--- config.mk ---
export PLATFORM = sky130hd
export DESIGN_NAME = fwd_hazard_ctrl_flat
export DESIGN_NICKNAME = d
export VERILOG_FILES = /design/src/rtl/fwd_pkg.sv /design/src/rtl/fwd_hazard_ctrl_if.sv /design/src/rtl/fwd_tag_pipe.sv /design/src/rtl/fwd_hazard_ctrl.sv /design/src/flat_wrapper.sv
export SDC_FILE = /design/constraint.sdc
export NUM_CORES = 1
export LEC_CHECK = 0
export ABC_CLOCK_PERIOD_IN_PS = 3830
export BUFFER_PORTS_ARGS = -buffer_cell sky130_fd_sc_hd__buf_2
export CORE_MARGIN = 3
export CORE_UTILIZATION = 40
export CTS_CLUSTER_DIAMETER = 50
export DETAILED_ROUTE_END_ITERATION = 10
export GPL_ROUTABILITY_DRIVEN = 0
export HOLD_SLACK_MARGIN = 0.08
export PLACE_DENSITY = 0.68
export SLEW_MARGIN = 20
export SYNTH_ARGS = -nofsm -noshare
export SYNTH_HDL_FRONTEND = slang
export SYNTH_SLANG_ARGS = --single-unit
--- constraint.sdc ---
create_clock -name clk_i -period 3.83 [get_ports clk_i]
set_input_delay 0.9575 -clock clk_i [delete_from_list [all_inputs] [get_ports clk_i]]
set_output_delay 0.9575 -clock clk_i [all_outputs]
set_load 0.02 [all_outputs]
--- src/rtl/fwd_pkg.sv ---
// Shared types for the forwarding / load-use hazard controller.
// Tag rd fields are held at FWD_RD_W bits; REG_AW must not exceed FWD_RD_W.
package fwd_pkg;

    localparam int FWD_RD_W   = 8;
    localparam int FWD_SEL_RF = 0;

    typedef logic [FWD_RD_W-1:0] fwd_rd_t;

    typedef struct packed {
        logic    valid;
        fwd_rd_t rd;
        logic    is_load;
    } fwd_tag_t;

    function automatic int sel_width(input int stages);
        return $clog2(stages + 1);
    endfunction

endpackage

--- src/rtl/fwd_hazard_ctrl_if.sv ---
// ID-stage request / EX bypass-select bundle between the decode stage and the hazard controller.
interface fwd_hazard_ctrl_if
    import fwd_pkg::*;
#(
    parameter int NUM_SRC    = 2,
    parameter int REG_AW     = 5,
    parameter int FWD_STAGES = 3
);
    localparam int SELW = sel_width(FWD_STAGES);

    logic                      id_valid_i;
    logic [NUM_SRC*REG_AW-1:0] id_rs_i;
    logic [NUM_SRC-1:0]        id_rs_used_i;
    logic [REG_AW-1:0]         id_rd_i;
    logic                      id_regwrite_i;
    logic                      id_is_load_i;
    logic                      flush_i;
    logic                      stall_o;
    logic [NUM_SRC*SELW-1:0]   fwd_sel_o;

    modport master (
        output id_valid_i, id_rs_i, id_rs_used_i, id_rd_i,
        output id_regwrite_i, id_is_load_i, flush_i,
        input  stall_o, fwd_sel_o
    );

    modport slave (
        input  id_valid_i, id_rs_i, id_rs_used_i, id_rd_i,
        input  id_regwrite_i, id_is_load_i, flush_i,
        output stall_o, fwd_sel_o
    );

endinterface

--- src/rtl/fwd_tag_pipe.sv ---
// In-flight destination tag shift register: slot 0 = EX, slots 1..FWD_STAGES beyond it.
// A bubble (all-zero tag) enters slot 0 whenever load_i is low.
module fwd_tag_pipe
    import fwd_pkg::*;
#(
    parameter int FWD_STAGES = 3
) (
    input  logic                       clk_i,
    input  logic                       rst_n_i,
    input  logic                       load_i,
    input  fwd_tag_t                   tag_i,
    output fwd_tag_t [FWD_STAGES:0]    tags_o
);

    fwd_tag_t [FWD_STAGES:0] tags_q;

    always_ff @(posedge clk_i or negedge rst_n_i) begin
        if (!rst_n_i) begin
            tags_q <= '0;
        end else begin
            tags_q[0] <= load_i ? tag_i : '0;
            for (int s = 1; s <= FWD_STAGES; s++) begin
                tags_q[s] <= tags_q[s-1];
            end
        end
    end

    assign tags_o = tags_q;

endmodule

--- src/rtl/fwd_hazard_ctrl.sv ---
// Forwarding and load-use hazard controller: per-source youngest-match bypass select and ID stall.
// Define FWD_STATS_EN to add stall_cnt_o / fwd_cnt_o statistics counters.
module fwd_hazard_ctrl
    import fwd_pkg::*;
#(
    parameter int NUM_SRC    = 2,
    parameter int REG_AW     = 5,
    parameter int FWD_STAGES = 3,
    parameter int LOAD_LAT   = 1
) (
    input  logic               clk_i,
    input  logic               rst_n_i,
    fwd_hazard_ctrl_if.slave   bus
`ifdef FWD_STATS_EN
    ,
    output logic [31:0]        stall_cnt_o,
    output logic [31:0]        fwd_cnt_o
`endif
);

    localparam int SELW = sel_width(FWD_STAGES);

    fwd_tag_t [FWD_STAGES:0]  tags;
    fwd_tag_t                 id_tag;
    logic [NUM_SRC-1:0]       early_load;
    logic [NUM_SRC*SELW-1:0]  win_sel;
    logic [NUM_SRC*SELW-1:0]  fwd_sel_d, fwd_sel_q;
    logic                     stall, advance;

    assign id_tag = '{valid:   bus.id_regwrite_i,
                      rd:      fwd_rd_t'(bus.id_rd_i),
                      is_load: bus.id_is_load_i};

    fwd_tag_pipe #(.FWD_STAGES(FWD_STAGES)) u_tag_pipe (
        .clk_i   (clk_i),
        .rst_n_i (rst_n_i),
        .load_i  (advance),
        .tag_i   (id_tag),
        .tags_o  (tags)
    );

    // Scan oldest to youngest so the youngest match is the last one written.
    // A match in the last slot retires this cycle, so its value comes from the regfile.
    always_comb begin
        win_sel    = '0;
        early_load = '0;
        for (int k = 0; k < NUM_SRC; k++) begin
            for (int p = FWD_STAGES; p >= 0; p--) begin
                if (tags[p].valid && (tags[p].rd != '0) && bus.id_rs_used_i[k] &&
                    (tags[p].rd == fwd_rd_t'(bus.id_rs_i[k*REG_AW +: REG_AW]))) begin
                    win_sel[k*SELW +: SELW] = (p == FWD_STAGES) ? SELW'(FWD_SEL_RF) : SELW'(p + 1);
                    early_load[k]           = tags[p].is_load && (p < LOAD_LAT);
                end
            end
        end
    end

    assign stall     = bus.id_valid_i && !bus.flush_i && (|early_load);
    assign advance   = bus.id_valid_i && !bus.flush_i && !stall;
    assign fwd_sel_d = advance ? win_sel : '0;

    always_ff @(posedge clk_i or negedge rst_n_i) begin
        if (!rst_n_i) begin
            fwd_sel_q <= '0;
        end else begin
            fwd_sel_q <= fwd_sel_d;
        end
    end

    assign bus.stall_o   = stall;
    assign bus.fwd_sel_o = fwd_sel_q;

`ifdef FWD_STATS_EN
    logic [31:0] stall_cnt_d, stall_cnt_q;
    logic [31:0] fwd_cnt_d, fwd_cnt_q;

    assign stall_cnt_d = (stall && (stall_cnt_q != '1)) ? stall_cnt_q + 32'd1 : stall_cnt_q;
    assign fwd_cnt_d   = (advance && (|win_sel)) ? fwd_cnt_q + 32'd1 : fwd_cnt_q;

    always_ff @(posedge clk_i or negedge rst_n_i) begin
        if (!rst_n_i) begin
            stall_cnt_q <= '0;
            fwd_cnt_q   <= '0;
        end else begin
            stall_cnt_q <= stall_cnt_d;
            fwd_cnt_q   <= fwd_cnt_d;
        end
    end

    assign stall_cnt_o = stall_cnt_q;
    assign fwd_cnt_o   = fwd_cnt_q;
`endif

endmodule

--- src/flat_wrapper.sv ---
// flat-port wrapper written by rule: the top's interface ports become plain ports
module fwd_hazard_ctrl_flat import fwd_pkg::*;
#(
    parameter int NUM_SRC    = 2,
    parameter int REG_AW     = 5,
    parameter int FWD_STAGES = 3,
    parameter int LOAD_LAT   = 1
)
  (clk_i, rst_n_i, bus_id_valid_i, bus_id_rs_i, bus_id_rs_used_i, bus_id_rd_i, bus_id_regwrite_i, bus_id_is_load_i, bus_flush_i, bus_stall_o, bus_fwd_sel_o);
  fwd_hazard_ctrl_if #(.NUM_SRC(NUM_SRC), .REG_AW(REG_AW), .FWD_STAGES(FWD_STAGES)) bus_i ();
  input  logic clk_i;
  input  logic rst_n_i;
  input wire logic [$bits(bus_i.id_valid_i)-1:0] bus_id_valid_i;
  input wire logic [$bits(bus_i.id_rs_i)-1:0] bus_id_rs_i;
  input wire logic [$bits(bus_i.id_rs_used_i)-1:0] bus_id_rs_used_i;
  input wire logic [$bits(bus_i.id_rd_i)-1:0] bus_id_rd_i;
  input wire logic [$bits(bus_i.id_regwrite_i)-1:0] bus_id_regwrite_i;
  input wire logic [$bits(bus_i.id_is_load_i)-1:0] bus_id_is_load_i;
  input wire logic [$bits(bus_i.flush_i)-1:0] bus_flush_i;
  output wire logic [$bits(bus_i.stall_o)-1:0] bus_stall_o;
  output wire logic [$bits(bus_i.fwd_sel_o)-1:0] bus_fwd_sel_o;
  assign bus_i.id_valid_i = bus_id_valid_i;
  assign bus_i.id_rs_i = bus_id_rs_i;
  assign bus_i.id_rs_used_i = bus_id_rs_used_i;
  assign bus_i.id_rd_i = bus_id_rd_i;
  assign bus_i.id_regwrite_i = bus_id_regwrite_i;
  assign bus_i.id_is_load_i = bus_id_is_load_i;
  assign bus_i.flush_i = bus_flush_i;
  assign bus_stall_o = bus_i.stall_o;
  assign bus_fwd_sel_o = bus_i.fwd_sel_o;
  fwd_hazard_ctrl #(.NUM_SRC(NUM_SRC), .REG_AW(REG_AW), .FWD_STAGES(FWD_STAGES), .LOAD_LAT(LOAD_LAT)) u_core (.clk_i(clk_i), .rst_n_i(rst_n_i), .bus(bus_i));
endmodule
==> results of run 1 <==
## cell type report
cell class	count	area, sq um
well taps	30	37.5
flip-flops and latches	23	576
multi-input cells	74	574
clock inverters	1	7.51
repair buffers	27	135
clock buffers	3	22.5
fillers	235	1260
## critical path: stages
cell      delay [ns]
buf_2           0.13
xor2_1          0.15
nor4_1          0.46
and4bb_4        0.34
nor2_1          0.05
nor3b_1         0.19
buf_2           0.20
## path summary, 6_finish.rpt
check / startpoint / to / depth (start not counted)
max: bus_id_rs_i[9] / bus_stall_o / 7
min: u_core.u_tag_pipe.tags_o[19] / u_core.u_tag_pipe.tags_o[29] / 0
max reg2reg: u_core.u_tag_pipe.tags_o[5] / u_core.u_tag_pipe.tags_o[1] / 5
min reg2reg: u_core.u_tag_pipe.tags_o[19] / u_core.u_tag_pipe.tags_o[29] / 0
max in group asynchronous: rst_n_i / u_core.u_tag_pipe.tags_o[23] / 1
min in group asynchronous: rst_n_i / u_core.u_tag_pipe.tags_o[22] / 1
## sequential cells by signal, summed over array words and instances (netlist names)
register	flops
u_core.bus.fwd_sel_o	4
u_core.u_tag_pipe.tags_o	19
## cells by family (layout without fill, tap and decap cells)
kind of cell | after synthesis | count (layout)
AO/OA/AOI/OAI | 8 | 8
XOR/XNOR | 30 | 30
flip-flops | 23 | 23
AND/OR/NAND/NOR | 36 | 36
buffers and inverters | 1 | 31
## layout by cell type, fill, tap and decap left out
cell / n
nor2b_1: 2
nand3_1: 2
nor2_2: 1
o211ai_1: 1
o21ai_0: 1
nor4_1: 4
nand2_1: 4
nor2_1: 1
o21a_1: 1
clkbuf_4: 3
nand2b_1: 1
nand4_1: 4
nor3_1: 4
a2111oi_2: 2
a21oi_1: 2
xnor2_1: 14
clkinvlp_4: 1
xor2_1: 16
nor3b_1: 8
and4bb_4: 2
or4_4: 1
or4_1: 2
dfrtp_1: 23
buf_2: 27
a21oi_2: 1
## power groups by stage
stage	Sequential, mW	Combinational, mW	Clock, mW
after floorplan	0.262	0.0344	0
after global placement	0.266	0.0587	0
after detailed placement	0.266	0.0604	0
after CTS	0.261	0.0607	0.117
after global routing	0.262	0.0672	0.132
final	0.261	0.0599	0.113
## stage by stage
step                hold WS, ns  util, %
floorplan                 0.354        -
global placement          0.381     50.6
detailed placement        0.391     50.6
CTS                       0.421     51.8
global route              0.428     51.8
finish                    0.415     51.8
## layer usage
metal,vias up,share of wire [%],GRT usage (%)
li1,406,-,-
met1,406,41,18.6
met2,35,52,26.4
met3,6,6.1,5.18
met4,0,1.5,4.43
met5,-,0,0
==> key figures, run 1 <==
Status
  – Status: complete, no violations

Finish
  – Cell Count, Final, Fillers Out: 158
  – Final instance area: 1350 sq um
  – Area grow syn2layout: 17.2%
  – Ant diodes: 0
  – Final nets: 152
  – Layout cells sized above 1: 29.7%

Synth
  – Post-synthesis mux area share: 0%
  – Post-Synth Adder-Cell Area: 0%
  – Synth async-reset ratio: 100%
  – Predominant post-synthesis flop cell: dfrtp_1
  – Yosys warnings: 0
  – Post-synth top cells: dfrtp_1, xor2_1, xnor2_1, nor3b_1
  – Area share of and/or/nand/nor cells after synthesis: 21.0%
  – Synth Instances: 98
  – Cell with the most instances after synthesis: dfrtp_1
  – Synthesized-area fraction occupied by xor and xnor cells: 22.8%
  – FF+latch count, synth: 23
  – Synth unique cells: 23
  – Synthesized area per cell: 11.8 sq um
  – Yosys top cell by area: dfrtp_1
  – Post-synthesis sequential area ratio: 49.9%
  – Post-synthesis compound-gate area fraction: 5.97%
  – Post-synth EDFFs: 0
  – Top cells by area, synth: dfrtp_1, xor2_1, xnor2_1, nor3b_1, and4bb_4
  – Largest family of logic cells by synthesized area: XOR/XNOR gates
  – Cell area after synthesis: 1150 sq um
  – Share of the synthesized area in the top cell type: 49.9%
  – Post-synth net total: 121

Pwr
  – Pwr/cell area: 321 nW/um^2
  – Logic pwr share: 13.8%
  – Clock share of power: 26.1%
  – Leak: 0.612 nW
  – Net Sw Power: 0.113 mW
  – Final total power: 0.434 mW
  – Reg power frac: 60.1%
  – Maximum vdd drop: 230 uV
  – Internal Pwr Total: 0.321 mW
  – Switching Fraction: 26.1%

Timing
  – Setup tns final: 0 ns
  – Final setup vio count: 0
  – Fin. Hold Viols: 0
  – Relative slew slack: 66.7%
  – Setup Skew: 0.00116 ns
  – Tightest Pin Transition: 0.499 ns
  – Worst setup margin: 0.391 ns
  – Final min period: 3.44 ns
  – Final period utilization: 89.8%
  – Final Max Slew Viols: 0
  – Fmax: 291 MHz
  – RSZ-0062 raised after global routing: no

Min path
  – Tightest Hold Check Type: register to register

Place
  – Placed cell area: 1320 sq um
  – Port bufs: 27
  – Detailed placement HPWL: 1.95 mm
  – Pre-CTS setup slack: 0.377 ns
  – DP Cell Count: 154

Route
  – TritonRoute pass-1 iters: 4
  – Post-DRT Antenna Nets: 0
  – Routed len/inst: 15.3 um
  – DRT iter0 DRCs: 16
  – Via/cell ratio: 5.40
  – Vias after detailed routing: 853
  – DRC Markers: 0
  – Post-Route WL: 2.42 mm

Global routing
  – GR Util All Layers: 15.5%
  – Grt ovf: 0
  – Vias in the first global route: 897
  – Pin count of the biggest net entering global routing: 24
  – First-pass GRT wire length: 4.07 mm
  – Initial antenna violation count: 0

Floorplanning
  – Die area: 3560 sq um
  – I/O pin cnt: 28
  – Initial core utilization: 44.2%
  – Core area: 2610 sq um
  – Chip height: 59.7 um
  – Die W: 59.7 um
  – Row count: 18

Clock network
  – Skew-Pair Late Insertion Delay: 0.31 ns
  – TritonCTS Sinks: 23
  – Root buffer cell: clkbuf_4
  – Post-CTS Resized: 0
  – CTS tree: done
  – H-tree depth: 1
  – Clock Pin Slew Worst Setup and Hold Paths: 0.12 ns
  – Clock buffer depth: 2
  – Hold buffers post-CTS: 0
  – Setup bufs post-CTS: 0
  – TritonCTS Buffers: 3

Setup path
  – Crit-path max FO: 4
  – CP required: 2.87 ns
  – Worst EP arrival: 2.48 ns
  – Kind of critical path: input pin to output pin
  – Worst Setup Start Kind: input pin
  – R2R Setup Slk: 1.90 ns
  – Critical Path End Type: output pin

Job
  – Max cap viols: 0
No activity file was read; power rests on OpenSTA's default activity.
==> run 2, diff against run 1 <==
- ABC_CLOCK_PERIOD_IN_PS: 3830 -> 3200
- clock period: 3.83 -> 3.2 ns (I/O delays scaled with it)
==> run 2 against run 1 <==
First-iteration DRC count rose by 56%; setup slack got worse by 0.30 ns; clock skew grew 0.0056 ns; wire length rose by 1.8%; combinational power grew 20%; worst hold slack improved by 0.0012 ns; critical endpoint unchanged; non-clock buffer count did not move; die area is the same; sequential power is 20% higher; core utilization stayed put.
==> key figures, run 2 (same netlist as run 1, synthesis figures left out) <==
Pwr
  – Leak: 0.612 nW
  – Pwr/cell area: 384 nW/um^2
  – Maximum vdd drop: 288 uV

Clock network
  – CTS tree: done
  – Hold buffers post-CTS: 0
  – Clock Pin Slew Worst Setup and Hold Paths: 0.13 ns
  – H-tree depth: 1
  – TritonCTS Sinks: 23
  – Post-CTS Resized: 0
  – Root buffer cell: clkbuf_4
  – TritonCTS Buffers: 3
  – Setup bufs post-CTS: 0
  – Skew-Pair Late Insertion Delay: 0.31 ns
  – Clock buffer depth: 2

Global routing
  – First-pass GRT wire length: 4.20 mm
  – GR Util All Layers: 16.1%
  – Pin count of the biggest net entering global routing: 24
  – Grt ovf: 0
  – Initial antenna violation count: 0
  – Vias in the first global route: 883

Timing
  – Setup Skew: 0.00676 ns
  – RSZ-0062 raised after global routing: no
  – Final period utilization: 97.0%
  – Fin. Hold Viols: 0
  – Fmax: 322 MHz
  – Final min period: 3.10 ns
  – Final hold slack: 0.416 ns
  – Relative slew slack: 66.8%
  – Tightest Pin Transition: 0.499 ns
  – Final Max Slew Viols: 0
  – Final setup vio count: 0
  – Setup tns final: 0 ns

Status
  – Status: complete, no violations

Finish
  – Final instance area: 1350 sq um
  – Most common cell after layout, fill and taps aside: buf_2
  – Layout cells sized above 1: 29.7%
  – Area grow syn2layout: 17.2%
  – Final nets: 152
  – Max reg flops: 19
  – Ant diodes: 0
  – Fill count: 242
  – Commonest cells after routing, fill and taps aside: buf_2, dfrtp_1, xor2_1, xnor2_1, nor3b_1

Place
  – Port bufs: 27
  – Detailed placement HPWL: 1.98 mm
  – Placed cell area: 1320 sq um

Route
  – Vias after detailed routing: 833
  – DRT iter0 DRCs: 25
  – Routed len/inst: 15.6 um
  – Via/cell ratio: 5.27
  – Post-Route WL: 2.46 mm
  – Post-DRT Antenna Nets: 0
  – DRC Markers: 0
  – TritonRoute pass-1 iters: 4

Floorplanning
  – Initial core utilization: 44.2%
  – Die W: 59.7 um
  – I/O pin cnt: 28
  – Chip height: 59.7 um
  – Die area: 3560 sq um
  – Core area: 2610 sq um
  – Row count: 18

Setup path
  – Kind of critical path: input pin to output pin
  – R2R Path End: u_core.u_tag_pipe.tags_o[4]
  – R2R Setup Slk: 1.33 ns
  – R2R depth: 5
  – Setup crit start: bus_id_rs_i[9]
  – R2r startpoint: u_core.u_tag_pipe.tags_o[5]
  – Critical Path End Type: output pin
  – CP required: 2.40 ns
  – Worst Setup Start Kind: input pin
  – Crit-path max FO: 4
  – Worst EP arrival: 2.30 ns

Min path
  – Hold endpoint: u_core.u_tag_pipe.tags_o[29]
  – Tightest Hold Check Type: register to register
  – Hold Crit Depth: 0
  – Worst hold path startpoint: u_core.u_tag_pipe.tags_o[19]

Job
  – Max cap viols: 0
run 2: cell type report:
type	count	area, sq um	share of cell area (%)
sequential	23	576	42.6
tap	30	37.5	2.78
timing repair buffer	27	135	9.99
multi-input combinational	74	574	42.5
clock buffer	3	22.5	1.67
clock inverter	1	7.51	0.555
run 2: power by group:
group	total [mW]	internal (mW)	switching [mW]	leakage, nW
Combinational	0.0720	0.0367	0.0354	0.286
Sequential	0.312	0.300	0.0127	0.311
Clock	0.135	0.0477	0.0869	0.0139
Total	0.519	0.384	0.135	0.612
run 2: worst max-delay path by stage:
stage,to,slack [ns],cells after the start
5_1_grt,bus_stall_o,0.01,7
2_1_floorplan,bus_stall_o,0.24,5
6_report,bus_stall_o,0.1,7
3_5_place_dp,bus_stall_o,0.08,7
4_1_cts,bus_stall_o,0.1,7
3_3_place_gp,bus_stall_o,0.12,7
run 2: routing by layer:
layer  part of all wire (%)  wire, um  track usage [%]  up-vias
met3                    5.0       124             3.89        4
met1                     41      1020             19.8      397
met4                   0.93        23             5.70        0
li1                       -         -                -      411
met2                     53      1290             27.5       21
met5                      0         0                0        -
run 2: critical path, stage by stage:
cell and delay [ns]:
buf_2 0.13, xor2_1 0.15, nor4_1 0.44, and4bb_4 0.34
nor2_1 0.06, nor3b_1 0.19, buf_2 0.20
run 2: per-stage QoR:
step / power [mW] / cells / setup slack, ns / util, %
final: 0.519 / 158 / 0.0959 / 51.8
after CTS: 0.528 / 158 / 0.0980 / 51.8
after global routing: 0.550 / 158 / 0.00973 / 51.8
after floorplan: 0.355 / 98 / 0.235 / -
after detailed placement: 0.390 / 154 / 0.0810 / 50.6
after global placement: 0.388 / 154 / 0.116 / 50.6
==> run 3, diff against run 2 <==
==> constraint.sdc (replaced) <==
create_clock -name clk_i -period 3.2 [get_ports clk_i]
set_input_delay 0.32 -clock clk_i [delete_from_list [all_inputs] [get_ports clk_i]]
set_output_delay 0.32 -clock clk_i [all_outputs]
set_load 0.02 [all_outputs]
==> run 3 against run 2 <==
Critical path type is now register to output pin; first-iteration DRC count shrank 8.0%; setup slack gained 0.65 ns; cell area is 0.46% higher; sequential power about the same; global-route usage is 0.66 points lower; critical path depth fell by 1; final cell count grew 0.63%; via count increased by 1.3%; die area unchanged.
==> key figures, run 3 (same netlist as run 1, synthesis figures left out) <==
Status
  – Status: complete, no violations

Route
  – Post-Route WL: 2.46 mm
  – Post-DRT Antenna Nets: 0
  – Vias after detailed routing: 844
  – DRT iter0 DRCs: 23
  – DRC Markers: 0
  – Via/cell ratio: 5.31
  – Routed len/inst: 15.5 um
  – TritonRoute pass-1 iters: 4

Timing
  – Final min period: 2.46 ns
  – Fmax: 407 MHz
  – RSZ-0062 raised after global routing: no
  – Relative slew slack: 67.4%
  – Final setup vio count: 0
  – Setup Skew: 0.00367 ns
  – Final Max Slew Viols: 0
  – Setup tns final: 0 ns
  – Fin. Hold Viols: 0
  – Final hold slack: 0.249 ns
  – Final period utilization: 76.8%
  – Worst setup margin: 0.741 ns
  – Tightest Pin Transition: 0.488 ns

Floorplanning
  – Initial core utilization: 44.2%
  – Die W: 59.7 um
  – Die area: 3560 sq um
  – Chip height: 59.7 um
  – I/O pin cnt: 28
  – Core area: 2610 sq um
  – Row count: 18

Clock network
  – Root buffer cell: clkbuf_4
  – Clock buffer depth: 2
  – TritonCTS Buffers: 3
  – Clock Pin Slew Worst Setup and Hold Paths: 0.12 ns
  – TritonCTS Sinks: 23
  – Skew-Pair Late Insertion Delay: 0.31 ns
  – CTS tree: done
  – H-tree depth: 1

Pwr
  – Leak: 0.617 nW
  – Maximum vdd drop: 290 uV
  – Pwr/cell area: 383 nW/um^2

Global routing
  – Pin count of the biggest net entering global routing: 24
  – Vias in the first global route: 855
  – GR Util All Layers: 15.5%
  – Initial antenna violation count: 0
  – First-pass GRT wire length: 4.02 mm
  – Grt ovf: 0

Finish
  – Layout cells sized above 1: 28.7%
  – Final nets: 153
  – Max reg flops: 19
  – Fill count: 227
  – Ant diodes: 0
  – Most common cell after layout, fill and taps aside: buf_2
  – Commonest cells after routing, fill and taps aside: buf_2, dfrtp_1, xor2_1, xnor2_1, nor3b_1
  – Final core utilization: 52.0%
  – Area grow syn2layout: 17.8%

Place
  – Port bufs: 27
  – Pre-CTS setup slack: 1.12 ns
  – Detailed placement HPWL: 1.96 mm

Setup path
  – Worst EP arrival: 2.14 ns
  – R2R Setup Slk: 1.33 ns
  – Worst Setup Start Kind: register
  – Crit-path max FO: 5
  – CP required: 2.88 ns
  – Kind of critical path: register to output pin
  – Critical Path End Type: output pin

Job
  – Max cap viols: 0

Min path
  – Tightest Hold Check Type: input pin to register
-- run 3: timing repair --
item | 4_1_cts | 5_1_grt
gates resized for setup | 0 | 0
buffers inserted | 0 | 0
setup endpoints to repair | 0 | 0
hold endpoints to repair | 23 | 0
hold buffers | 1 | 0
-- run 3: final timing paths --
check | start | end | cells after the start
worst max register to register | u_core.u_tag_pipe.tags_o[1] | u_core.bus.fwd_sel_o[3] | 4
min in group asynchronous | rst_n_i | u_core.u_tag_pipe.tags_o[21] | 2
worst min register to register | u_core.u_tag_pipe.tags_o[19] | u_core.u_tag_pipe.tags_o[29] | 0
worst min-delay path | bus_id_rd_i[4] | u_core.u_tag_pipe.tags_o[5] | 2
worst max-delay path | u_core.u_tag_pipe.tags_o[5] | bus_stall_o | 6
max in group asynchronous | rst_n_i | u_core.u_tag_pipe.tags_o[11] | 2
-- run 3: per-layer routing --
metal / track usage (%) / up-vias / wire (um)
met2: 25.5 / 18 / 1250
met5: 0 / - / 0
li1: - / 411 / -
met1: 19.4 / 410 / 1060
met4: 8.54 / 0 / 62
met3: 2.16 / 5 / 91
-- run 3: where the power goes --
group	switching (mW)	internal, mW	total, mW
Clock	0.0859	0.0487	0.135
Sequential	0.0118	0.300	0.312
Combinational	0.0372	0.0375	0.0747
-- run 3: final cells by class --
| cell class | instances | area, sq um | share of cell area, % |
|---|---|---|---|
| clock buffers | 4 | 26.3 | 1.93 |
| multi-input cells | 74 | 574 | 42.3 |
| repair buffers | 28 | 145 | 10.7 |
| well taps | 30 | 37.5 | 2.76 |
| flip-flops and latches | 23 | 576 | 42.4 |
-- run 3: per-stage QoR --
step / cell area, sq um / power [mW] / instances
after global placement: 1320 / 0.389 / 154
after floorplan: 1150 / 0.355 / 98
after CTS: 1360 / 0.524 / 159
after detailed placement: 1320 / 0.391 / 154
final: 1360 / 0.521 / 159
after global routing: 1360 / 0.547 / 159
-- run 3: critical path: stages (launching register included) --
cell and delay (ns):
dfrtp_1 0.46, xor2_1 0.19, nor4_1 0.42, and4bb_4 0.34, nor2_1 0.05, nor3b_1 0.17
buf_2 0.19
